<file path="src/rtl/ct_f_spsram_512x7_ctrl_if.sv">
// ---------------------------------------------------------------------------
// ct_f_spsram_512x7_ctrl_if
//
// Bundles the two requester ports and the SRAM pin bus of the 512x7
// single-port SRAM controller.
//
//   Requester n (n = 0,1):
//     rn_req    client -> ctrl  access request, held until granted
//     rn_wr     client -> ctrl  1 = write, 0 = read
//     rn_addr   client -> ctrl  access address
//     rn_wdata  client -> ctrl  write data
//     rn_wmask  client -> ctrl  per-bit write enable, active-high
//     rn_gnt    ctrl -> client  combinational grant (transfer = req & gnt)
//     rn_rvalid ctrl -> client  read data valid, one cycle after read grant
//     rn_rdata  ctrl -> client  read data (meaningful only while rvalid)
//   SRAM pins:
//     A, CEN, GWEN, WEN, D      ctrl -> SRAM (CEN/GWEN/WEN active-low)
//     Q                         SRAM -> ctrl, valid the cycle after a read
//
// Modports: slave = controller side, master = client/SRAM side.
// ---------------------------------------------------------------------------
interface ct_f_spsram_512x7_ctrl_if #(
    parameter int ADDR_WIDTH = 9,
    parameter int DATA_WIDTH = 7
);
    logic                  r0_req;
    logic                  r0_wr;
    logic [ADDR_WIDTH-1:0] r0_addr;
    logic [DATA_WIDTH-1:0] r0_wdata;
    logic [DATA_WIDTH-1:0] r0_wmask;
    logic                  r0_gnt;
    logic                  r0_rvalid;
    logic [DATA_WIDTH-1:0] r0_rdata;

    logic                  r1_req;
    logic                  r1_wr;
    logic [ADDR_WIDTH-1:0] r1_addr;
    logic [DATA_WIDTH-1:0] r1_wdata;
    logic [DATA_WIDTH-1:0] r1_wmask;
    logic                  r1_gnt;
    logic                  r1_rvalid;
    logic [DATA_WIDTH-1:0] r1_rdata;

    logic [ADDR_WIDTH-1:0] A;
    logic                  CEN;
    logic                  GWEN;
    logic [DATA_WIDTH-1:0] WEN;
    logic [DATA_WIDTH-1:0] D;
    logic [DATA_WIDTH-1:0] Q;

    modport slave (
        input  r0_req, r0_wr, r0_addr, r0_wdata, r0_wmask,
        output r0_gnt, r0_rvalid, r0_rdata,
        input  r1_req, r1_wr, r1_addr, r1_wdata, r1_wmask,
        output r1_gnt, r1_rvalid, r1_rdata,
        output A, CEN, GWEN, WEN, D,
        input  Q
    );

    modport master (
        output r0_req, r0_wr, r0_addr, r0_wdata, r0_wmask,
        input  r0_gnt, r0_rvalid, r0_rdata,
        output r1_req, r1_wr, r1_addr, r1_wdata, r1_wmask,
        input  r1_gnt, r1_rvalid, r1_rdata,
        input  A, CEN, GWEN, WEN, D,
        output Q
    );
endinterface

</file>
<file path="src/rtl/ct_f_spsram_512x7_ctrl.sv">
// ---------------------------------------------------------------------------
// ct_f_spsram_512x7_ctrl
//
// Controller and two-port round-robin arbiter for a 512x7 single-port SRAM.
// After reset (or a clr_req pulse while arbitrating) the whole array is swept
// and written with INIT_VAL, one entry per cycle. Afterwards the single SRAM
// port is shared between two requesters: one access per cycle, combinational
// grant, per-bit write masks, read data returned one cycle after the grant.
//
// Ports:
//   CLK        in   clock, all logic on posedge
//   RST        in   synchronous reset, active-high
//   clr_req    in   pulse: re-run init sweep (honoured only while arbitrating)
//   init_busy  out  high while the init sweep is in progress
//   bus        slave modport of ct_f_spsram_512x7_ctrl_if (requesters + SRAM)
// ---------------------------------------------------------------------------
module ct_f_spsram_512x7_ctrl #(
    parameter int                    ADDR_WIDTH = 9,
    parameter int                    DATA_WIDTH = 7,
    parameter logic [DATA_WIDTH-1:0] INIT_VAL   = '0
) (
    input  logic                     CLK,
    input  logic                     RST,
    input  logic                     clr_req,
    output logic                     init_busy,
    ct_f_spsram_512x7_ctrl_if.slave  bus
);

    localparam logic [ADDR_WIDTH-1:0] LAST_ADDR = '1;

    typedef enum logic {
        ST_INIT = 1'b0,
        ST_ARB  = 1'b1
    } state_t;

    state_t                state_q, state_d;
    logic [ADDR_WIDTH-1:0] cnt_q, cnt_d;
    // Index of the requester granted last; the other one wins a tie.
    logic                  rr_q, rr_d;
    logic [1:0]            rvalid_q, rvalid_d;

    // Arbitration result for this cycle.
    logic                  acc;
    logic                  sel;

    // Fields of the selected requester.
    logic                  s_wr;
    logic [ADDR_WIDTH-1:0] s_addr;
    logic [DATA_WIDTH-1:0] s_wdata;
    logic [DATA_WIDTH-1:0] s_wmask;

    // -----------------------------------------------------------------------
    // Arbitration: who would win the port this cycle (only acted on in ARB)
    // -----------------------------------------------------------------------
    always_comb begin
        acc = 1'b0;
        sel = 1'b0;
        if (bus.r0_req && bus.r1_req) begin
            acc = 1'b1;
            sel = ~rr_q;
        end else if (bus.r0_req) begin
            acc = 1'b1;
            sel = 1'b0;
        end else if (bus.r1_req) begin
            acc = 1'b1;
            sel = 1'b1;
        end
    end

    always_comb begin
        if (sel) begin
            s_wr    = bus.r1_wr;
            s_addr  = bus.r1_addr;
            s_wdata = bus.r1_wdata;
            s_wmask = bus.r1_wmask;
        end else begin
            s_wr    = bus.r0_wr;
            s_addr  = bus.r0_addr;
            s_wdata = bus.r0_wdata;
            s_wmask = bus.r0_wmask;
        end
    end

    // -----------------------------------------------------------------------
    // Next-state and SRAM pin drive
    // -----------------------------------------------------------------------
    always_comb begin
        state_d  = state_q;
        cnt_d    = cnt_q;
        rr_d     = rr_q;
        rvalid_d = 2'b00;

        bus.r0_gnt = 1'b0;
        bus.r1_gnt = 1'b0;
        bus.A      = '0;
        bus.CEN    = 1'b1;
        bus.GWEN   = 1'b1;
        bus.WEN    = '1;
        bus.D      = '0;

        case (state_q)
            ST_INIT: begin
                bus.A    = cnt_q;
                bus.CEN  = 1'b0;
                bus.GWEN = 1'b0;
                bus.WEN  = '0;
                bus.D    = INIT_VAL;
                // Counter wraps to 0 naturally after the last entry.
                cnt_d    = cnt_q + 1'b1;
                if (cnt_q == LAST_ADDR) begin
                    state_d = ST_ARB;
                end
            end

            ST_ARB: begin
                if (clr_req) begin
                    // Port stays idle this cycle; sweep starts next cycle.
                    state_d = ST_INIT;
                    cnt_d   = '0;
                end else if (acc) begin
                    bus.r0_gnt = ~sel;
                    bus.r1_gnt = sel;
                    rr_d       = sel;
                    bus.A      = s_addr;
                    bus.CEN    = 1'b0;
                    if (s_wr) begin
                        bus.GWEN = 1'b0;
                        bus.WEN  = ~s_wmask;
                        bus.D    = s_wdata;
                    end else begin
                        rvalid_d[sel] = 1'b1;
                    end
                end
            end

            default: begin
                state_d = ST_INIT;
                cnt_d   = '0;
            end
        endcase
    end

    // -----------------------------------------------------------------------
    // State registers
    // -----------------------------------------------------------------------
    always_ff @(posedge CLK) begin
        if (RST) begin
            state_q  <= ST_INIT;
            cnt_q    <= '0;
            rr_q     <= 1'b1;
            rvalid_q <= 2'b00;
        end else begin
            state_q  <= state_d;
            cnt_q    <= cnt_d;
            rr_q     <= rr_d;
            rvalid_q <= rvalid_d;
        end
    end

    assign init_busy     = (state_q == ST_INIT);
    assign bus.r0_rvalid = rvalid_q[0];
    assign bus.r1_rvalid = rvalid_q[1];
    // Q is shared; each requester qualifies it with its own rvalid.
    assign bus.r0_rdata  = bus.Q;
    assign bus.r1_rdata  = bus.Q;

endmodule

</file>
<file path="src/flat_wrapper.sv">
// flat-port wrapper written by rule: the top's interface ports become plain ports
module ct_f_spsram_512x7_ctrl_flat 
#(
    parameter int                    ADDR_WIDTH = 9,
    parameter int                    DATA_WIDTH = 7,
    parameter logic [DATA_WIDTH-1:0] INIT_VAL   = '0
)
  (CLK, RST, clr_req, init_busy, bus_r0_req, bus_r0_wr, bus_r0_addr, bus_r0_wdata, bus_r0_wmask, bus_r0_gnt, bus_r0_rvalid, bus_r0_rdata, bus_r1_req, bus_r1_wr, bus_r1_addr, bus_r1_wdata, bus_r1_wmask, bus_r1_gnt, bus_r1_rvalid, bus_r1_rdata, bus_A, bus_CEN, bus_GWEN, bus_WEN, bus_D, bus_Q);
  ct_f_spsram_512x7_ctrl_if #(.ADDR_WIDTH(ADDR_WIDTH), .DATA_WIDTH(DATA_WIDTH)) bus_i ();
  input  logic CLK;
  input  logic RST;
  input  logic clr_req;
  output logic init_busy;
  input wire logic [$bits(bus_i.r0_req)-1:0] bus_r0_req;
  input wire logic [$bits(bus_i.r0_wr)-1:0] bus_r0_wr;
  input wire logic [$bits(bus_i.r0_addr)-1:0] bus_r0_addr;
  input wire logic [$bits(bus_i.r0_wdata)-1:0] bus_r0_wdata;
  input wire logic [$bits(bus_i.r0_wmask)-1:0] bus_r0_wmask;
  output wire logic [$bits(bus_i.r0_gnt)-1:0] bus_r0_gnt;
  output wire logic [$bits(bus_i.r0_rvalid)-1:0] bus_r0_rvalid;
  output wire logic [$bits(bus_i.r0_rdata)-1:0] bus_r0_rdata;
  input wire logic [$bits(bus_i.r1_req)-1:0] bus_r1_req;
  input wire logic [$bits(bus_i.r1_wr)-1:0] bus_r1_wr;
  input wire logic [$bits(bus_i.r1_addr)-1:0] bus_r1_addr;
  input wire logic [$bits(bus_i.r1_wdata)-1:0] bus_r1_wdata;
  input wire logic [$bits(bus_i.r1_wmask)-1:0] bus_r1_wmask;
  output wire logic [$bits(bus_i.r1_gnt)-1:0] bus_r1_gnt;
  output wire logic [$bits(bus_i.r1_rvalid)-1:0] bus_r1_rvalid;
  output wire logic [$bits(bus_i.r1_rdata)-1:0] bus_r1_rdata;
  output wire logic [$bits(bus_i.A)-1:0] bus_A;
  output wire logic [$bits(bus_i.CEN)-1:0] bus_CEN;
  output wire logic [$bits(bus_i.GWEN)-1:0] bus_GWEN;
  output wire logic [$bits(bus_i.WEN)-1:0] bus_WEN;
  output wire logic [$bits(bus_i.D)-1:0] bus_D;
  input wire logic [$bits(bus_i.Q)-1:0] bus_Q;
  assign bus_i.r0_req = bus_r0_req;
  assign bus_i.r0_wr = bus_r0_wr;
  assign bus_i.r0_addr = bus_r0_addr;
  assign bus_i.r0_wdata = bus_r0_wdata;
  assign bus_i.r0_wmask = bus_r0_wmask;
  assign bus_r0_gnt = bus_i.r0_gnt;
  assign bus_r0_rvalid = bus_i.r0_rvalid;
  assign bus_r0_rdata = bus_i.r0_rdata;
  assign bus_i.r1_req = bus_r1_req;
  assign bus_i.r1_wr = bus_r1_wr;
  assign bus_i.r1_addr = bus_r1_addr;
  assign bus_i.r1_wdata = bus_r1_wdata;
  assign bus_i.r1_wmask = bus_r1_wmask;
  assign bus_r1_gnt = bus_i.r1_gnt;
  assign bus_r1_rvalid = bus_i.r1_rvalid;
  assign bus_r1_rdata = bus_i.r1_rdata;
  assign bus_A = bus_i.A;
  assign bus_CEN = bus_i.CEN;
  assign bus_GWEN = bus_i.GWEN;
  assign bus_WEN = bus_i.WEN;
  assign bus_D = bus_i.D;
  assign bus_i.Q = bus_Q;
  ct_f_spsram_512x7_ctrl #(.ADDR_WIDTH(ADDR_WIDTH), .DATA_WIDTH(DATA_WIDTH), .INIT_VAL(INIT_VAL)) u_core (.CLK(CLK), .RST(RST), .clr_req(clr_req), .init_busy(init_busy), .bus(bus_i));
endmodule
</file>
<file path="config.mk">
export PLATFORM = sky130hd
export DESIGN_NAME = ct_f_spsram_512x7_ctrl_flat
export DESIGN_NICKNAME = d
export VERILOG_FILES = /design/src/rtl/ct_f_spsram_512x7_ctrl_if.sv /design/src/rtl/ct_f_spsram_512x7_ctrl.sv /design/src/flat_wrapper.sv
export SDC_FILE = /design/constraint.sdc
export NUM_CORES = 1
export LEC_CHECK = 0
export CORE_MARGIN = 2
export CORE_UTILIZATION = 29
export DETAILED_ROUTE_END_ITERATION = 10
export HOLD_SLACK_MARGIN = 0.12
export PLACE_DENSITY = 0.78
export RECOVER_POWER = 25
export SYNTH_ARGS = -nofsm -noshare
export SYNTH_HDL_FRONTEND = slang
export SYNTH_SLANG_ARGS = --single-unit
</file>
<file path="constraint.sdc">
create_clock -name CLK -period 1.3 [get_ports CLK]
set_input_delay 0.26 -clock CLK [delete_from_list [all_inputs] [get_ports CLK]]
set_output_delay 0.26 -clock CLK [all_outputs]
set_load 0.01 [all_outputs]
</file>
==> results.py, run 1 <==
metrics = {
    "floorplan": {
        "fp.dieH_um": 68.0,
        "coreArea_um2": 3970,
        "row_count": 23,
        "fp.dieArea_um2": 4620,
        "initial_utilization": 0.299,
        "ios": 104,
        "die_x_um": 68.0,
    },
    "timing": {
        "maxSlewViolCount": 0,
        "min_period_ns": 1.81,
        "timing.final.crit_share": 1.39,
        "setup_viol_count_final": 37,
        "rsz0062_at_grt": "yes",
        "worst_clock_skew_ns": 0.00351,
        "hold_viol": 0,
        "finalWorstSetupSlack_ns": -0.507,
        "fmax_mhz": 554,
        "tightest_slew_ns": 0.375,
        "max_slew_margin": 0.749,
    },
    "setup_path": {
        "critPathRequiredTime_ns": 1.04,
        "critPathBufInv": 2,
        "r2r_start": "u_core.state_q",
        "start_kind": "register",
        "slowest_delay_ns": 0.37,
        "crit_arrival_ns": 1.55,
        "cp_num_cells": 5,
        "path_class": "reg2out",
        "critPathCapture": "bus_A[7]",
        "startpoint": "u_core.rr_q",
        "critPathTopFamily": "flip-flops",
        "end_kind": "output pin",
        "path_cells": "nand2b_4 > and3_4 > buf_6 > a221o_1 > buf_2",
        "crit_fanout": 6,
        "reg2reg_depth": 7,
        "reg2reg_slack_ns": -0.30,
        "crit_slowest_cell": "dfxtp_4",
        "r2r-end": "u_core.cnt_q[7]",
    },
    "cts": {
        "clkLatencyLatePin_ns": 0.26,
        "root_buffer": "clkbuf_8",
        "cts_buffers": 3,
        "cts_sinks": 13,
        "path_clk_slew_ns": 0.06,
        "clk_path_buf_depth": 2,
        "ctsHtreeMaxLevel": 1,
        "tritoncts": "yes",
    },
    "finish": {
        "area_delta_synth_final_pct": 136,
        "final_common_cell": "clkdlybuf4s50_1",
        "ff_latch_area_um2": 270,
        "multi_input_area_um2": 1040,
        "mostFrequentLayoutCells": "clkdlybuf4s50_1 (47), buf_6 (40), buf_4 (28), buf_2 (20)",
        "antenna_cells": 0,
        "fin_nets": 346,
        "n_fill_cell": 300,
        "final_cells": 333,
        "post-route-util": 0.707,
        "drive_gt1_frac": 0.537,
    },
    "placed_design": {
        "place_hpwl_um": 3450,
        "dpl.cell_count": 300,
        "io_buffer_count": 82,
        "pre_cts_ws_ns": -0.997,
        "gp_congestion": 0.804,
    },
    "detailed_routing": {
        "dr.first_iter.drc_count": 121,
        "vias": 1817,
        "dr.pass1.iters": 4,
        "wl_per_cell_um": 18.8,
        "post_drt_via_cell_ratio": 5.46,
        "post-route-drc-count": 0,
        "drt-total-wl_um": 6260,
        "drtAntennaViolNets": 0,
    },
    "synth": {
        "synthXorXnorAreaFrac": 0,
        "ys.warnings.count": 0,
        "synth_nets": 219,
        "syn-cell-area_um2": 1190,
        "synth.ff_latch_count": 13,
        "synth_top_family_by_area": "simple AND/OR/NAND/NOR gates",
        "synth.distinct_cells": 41,
        "muxShareOfSynthArea": 0.0126,
        "async_flop_share": 0,
        "yosysSeqAreaShare": 0.219,
        "synth-main-ff-cell": "dfxtp_1",
        "syn_avg_cell_area_um2": 7.56,
        "synth_edf_count": 0,
        "synthCells": 157,
        "synthSimpleGateAreaFrac": 0.313,
        "synth_fa_ha_area_frac": 0.0211,
        "synth-compound-area-share": 0.288,
    },
    "job": {
        "maxCapViolations": 0,
    },
    "global_route": {
        "grt_max_degree": 12,
        "grt_overflow": 0,
        "antenna_found_initial": 0,
        "grt_pass1_vias": 1630,
        "grt_pass1_wl_um": 7820,
        "grt_use_total": 0.224,
    },
    "run_status": {
        "status": "finished with violations",
        "violations": "negative setup slack",
    },
    "power": {
        "p_per_area_nw_per_um2": 452,
        "finalPower_mw": 1.27,
        "leakagePower_nw": 1.20,
        "vdd_drop_max_uv": 418,
    },
    "min_path": {
        "min_path_type": "in2out",
    },
}
[Yosys cell counts, types with 2 or more instances]
cell / n / area [µm²]
nand3_1: 28 / 140
a21oi_1: 16 / 80.1
buf_4: 15 / 113
dfxtp_1: 13 / 260
a221o_1: 9 / 90.1
nand2_1: 7 / 26.3
nor2_1: 7 / 26.3
and3_1: 6 / 37.5
nor2b_1: 5 / 31.3
a31o_2: 4 / 35.0
a31o_1: 3 / 26.3
buf_2: 3 / 15.0
clkbuf_1: 3 / 11.3
or3_1: 3 / 18.8
a31oi_1: 2 / 12.5
buf_6: 2 / 22.5
ha_1: 2 / 25.0
nand2b_1: 2 / 12.5
nand4b_1: 2 / 17.5
o211ai_1: 2 / 15.0
o21ai_0: 2 / 10.0
o21ai_1: 2 / 10.0
[worst register-to-register path: cells and delay by family, from the launching register on]
kind | cells | cell delay (ns)
AND/OR/NAND/NOR | 1 | 0.23
AO/OA/AOI/OAI | 2 | 0.33
buffers and inverters | 4 | 0.56
flip-flops | 1 | 0.35
[per-layer routing]
metal  routed length [µm]  track usage  vias up
met4                  232        0.105        0
met3                  434       0.0247       24
met5                    0            0        -
met1                 2350        0.273      860
li1                     -            -      835
met2                 3230        0.391       98
[power by group]
group	switching [mW]	total, mW	internal (mW)
sequential	0.00783	0.411	0.403
clock	0.178	0.396	0.218
combinational	0.183	0.461	0.278
total	0.369	1.27	0.899
[layout make-up]
class | instances | area share
clock buffer | 4 | 0.0160
sequential | 13 | 0.0963
timing repair buffer | 146 | 0.492
multi-input combinational | 119 | 0.370
inverter | 1 | 0.00401
tap | 50 | 0.0223
[repair_timing]
action                                 4_1_cts  5_1_grt
gates resized for setup                    177       45
buffers inserted                            18       12
cloned                                       2        0
pin swaps                                   16       36
endpoints found under the hold margin        0        0
setup endpoints to repair                   36       40
hold buffers                                 0        0
[stage by stage]
stage / hold slack, ns / area, µm² / setup TNS, ns
after floorplan: 0.331 / 1240 / -0.693
after global placement: 0.481 / 2240 / -27.26
final: 0.520 / 2810 / -13.11
after global routing: 0.520 / 2810 / -14.31
after CTS: 0.520 / 2570 / -11.35
after detailed placement: 0.496 / 2240 / -28.03
[state kept, by name, summed over array words and instances (netlist names)]
register         count
u_core.rvalid_q      2
u_core.cnt_q         9
u_core.rr_q          1
u_core.state_q       1
[cells by family after synthesis]
logic type / after synthesis
fa+ha+maj: 2
mux: 1
buf+inv: 26
simple gates: 68
compound gates: 47
flops: 13
[how the worst min path moves through the flow]
stage,startpoint,to,cells past startpoint
6_report,bus_Q[1],bus_r0_rdata[1],0
4_1_cts,bus_Q[4],bus_r1_rdata[4],0
3_3_place_gp,u_core.rr_q,u_core.rr_q,1
2_1_floorplan,RST,u_core.rvalid_q[0],1
5_1_grt,bus_Q[1],bus_r0_rdata[1],0
3_5_place_dp,u_core.rr_q,u_core.rr_q,1
(Power assumes the default switching activity.)
==> run 2: changes to the inputs <==
--- a/config.mk
+++ b/config.mk
@@ -11,6 +11,7 @@
 export HOLD_SLACK_MARGIN = 0.12
 export PLACE_DENSITY = 0.78
 export RECOVER_POWER = 25
+export SLEW_MARGIN = 20
 export SYNTH_ARGS = -nofsm -noshare
 export SYNTH_HDL_FRONTEND = slang
 export SYNTH_SLANG_ARGS = --single-unit
==> results of run 2 <==
Final layout, timing and power as in run 1 (identical DEF).
==> run 3: changes to the inputs <==
--- a/config.mk
+++ b/config.mk
@@ -6,10 +6,10 @@
 export NUM_CORES = 1
 export LEC_CHECK = 0
 export CORE_MARGIN = 2
-export CORE_UTILIZATION = 29
+export CORE_UTILIZATION = 32
 export DETAILED_ROUTE_END_ITERATION = 10
 export HOLD_SLACK_MARGIN = 0.12
-export PLACE_DENSITY = 0.78
+export PLACE_DENSITY = 0.82
 export RECOVER_POWER = 25
 export SLEW_MARGIN = 20
 export SYNTH_ARGS = -nofsm -noshare
==> constraint.sdc (replaced) <==
create_clock -name CLK -period 1.78 [get_ports CLK]
set_input_delay 0.356 -clock CLK [delete_from_list [all_inputs] [get_ports CLK]]
set_output_delay 0.356 -clock CLK [all_outputs]
set_load 0.01 [all_outputs]
==> results.py, run 3 (synthesis results as in run 1) <==
metrics = {
    "power": {
        "finalPower_uw": 852,
        "intPower_uw": 630,
        "vdd_drop_max_uv": 190,
        "leakagePower_nw": 0.968,
        "p_comb_frac": 0.334,
        "p_per_area_nw_per_um2": 360,
        "swShare": 0.261,
        "p_switching_uw": 222,
        "pwr-share-seq": 0.357,
        "clockPowerShare": 0.309,
    },
    "job": {
        "maxCapViolations": 0,
    },
    "finish": {
        "post-route-util": 0.657,
        "final_cells": 305,
        "largest_register_ffs": 9,
        "drive_gt1_frac": 0.424,
        "top_register": "u_core.cnt_q",
        "final_common_cell": "clkdlybuf4s50_1",
        "n_fill_cell": 277,
        "area_delta_synth_final_pct": 99.5,
        "fin_nets": 320,
        "mostFrequentLayoutCells": "clkdlybuf4s50_1 (49), buf_2 (22), buf_4 (21), buf_6 (20), nand3_1 (16)",
        "antenna_cells": 0,
        "fin_area_um2": 2370,
        "reg.largest.list": "u_core.cnt_q x9, u_core.rvalid_q x2",
    },
    "floorplan": {
        "die_x_um": 64.9,
        "coreArea_um2": 3610,
        "fp.dieArea_um2": 4210,
        "initial_utilization": 0.329,
        "row_count": 22,
        "ios": 104,
        "fp.dieH_um": 64.9,
    },
    "global_route": {
        "grt_use_total": 0.231,
        "antenna_found_initial": 0,
        "grt_pass1_wl_um": 7690,
        "grt_pass1_vias": 1614,
        "grt_overflow": 0,
        "grt_max_degree": 15,
    },
    "cts": {
        "cts_buffers": 3,
        "tritoncts": "yes",
        "root_buffer": "clkbuf_8",
        "ctsHoldBuffers": 0,
        "path_clk_slew_ns": 0.06,
        "clkLatencyLatePin_ns": 0.24,
        "ctsHtreeMaxLevel": 1,
        "cts_sinks": 13,
        "clk_path_buf_depth": 2,
    },
    "timing": {
        "setup_viol_count_final": 19,
        "rsz0062_at_grt": "yes",
        "finalWorstSetupSlack_ns": -0.0743,
        "max_slew_margin": 0.676,
        "worst_clock_skew_ns": 0.00459,
        "maxSlewViolCount": 0,
        "whs_ns": 0.520,
        "min_period_ns": 1.85,
        "tightest_slew_ns": 0.486,
        "hold_viol": 0,
        "fmax_mhz": 539,
        "timing.final.crit_share": 1.04,
    },
    "detailed_routing": {
        "dr.pass1.iters": 4,
        "dr.first_iter.drc_count": 159,
        "drt-total-wl_um": 5040,
        "vias": 1666,
        "post_drt_via_cell_ratio": 5.46,
        "drtAntennaViolNets": 0,
        "post-route-drc-count": 0,
        "wl_per_cell_um": 16.5,
    },
    "min_path": {
        "holdCritStartpoint": "bus_r1_wr",
        "min_path_type": "in2reg",
        "holdPathStages": 2,
        "hold_end": "u_core.rvalid_q[1]",
    },
    "setup_path": {
        "crit_slowest_cell": "dfxtp_4",
        "crit_arrival_ns": 1.50,
        "critPathTopFamily": "flip-flops",
        "critPathBufInv": 3,
        "r2r_start": "u_core.cnt_q[0]",
        "reg2reg_slack_ns": 0.18,
        "slowest_delay_ns": 0.39,
        "critPathRequiredTime_ns": 1.42,
        "reg2reg_depth": 6,
        "path_cells": "a21boi_4 > buf_6 > buf_6 > and3_4 > a221o_1 > buf_2",
        "r2r-end": "u_core.cnt_q[8]",
        "cp_common_cell": "buf_6",
        "start_kind": "register",
        "path_class": "reg2out",
        "crit_fanout": 4,
        "end_kind": "output pin",
    },
    "placed_design": {
        "dpl.cell_count": 289,
        "io_buffer_count": 82,
        "gp_congestion": 0.816,
        "placedInstanceArea_um2": 2110,
        "place_hpwl_um": 3020,
    },
    "run_status": {
        "violations": "negative setup slack",
        "status": "finished with violations",
    },
}
-- run 3: repair_timing --
item	in CTS	in global routing
resized for setup	158	21
endpoints found under the setup margin	28	26
pin swaps	20	29
setup buffers	12	1
cloned	1	0
-- run 3: per-stage QoR --
stage                     setup slack, ns  TNS, ns
after floorplan                     0.240        0
after global placement             -0.754   -18.81
after detailed placement           -0.769   -19.32
after CTS                         -0.0801   -0.967
after global routing               -0.112    -1.61
final                             -0.0743   -0.956
-- run 3: layout make-up --
| cell class | instances | area (µm²) | share of cell area |
|---|---|---|---|
| Multi-Input combinational cell | 118 | 923 | 0.390 |
| Timing Repair Buffer | 121 | 1070 | 0.451 |
| Inverter | 1 | 6.26 | 0.00264 |
| Sequential cell | 13 | 265 | 0.112 |
| Tap cell | 48 | 60.1 | 0.0254 |
| Clock buffer | 4 | 45.0 | 0.0190 |
-- run 3: worst max-delay path by stage --
stage,startpoint,end,slack [ns],cells past startpoint
floorplan,u_core.state_q,bus_A[2],0.24,4
global placement,bus_r0_req,bus_D[6],-0.75,7
detailed placement,bus_r1_req,bus_D[6],-0.77,6
CTS,u_core.rr_q,bus_A[2],-0.08,5
global route,u_core.rr_q,bus_A[0],-0.11,6
finish,u_core.rr_q,bus_A[5],-0.07,6
-- run 3: power by group through the flow --
stage	Combinational [mW]	Clock, mW	Sequential (mW)
after global routing	0.302	0.278	0.305
after floorplan	0.0968	0	0.310
after CTS	0.263	0.264	0.303
after global placement	0.229	0	0.311
after detailed placement	0.232	0	0.311
final	0.284	0.263	0.304
-- run 3: layer usage --
metal  track usage  routed length [µm]  up-vias
li1              -                   -      790
met1         0.288                2090      765
met2         0.389                2450      100
met4        0.0878                 104        0
met3        0.0451                 398       11
met5             0                   0        -
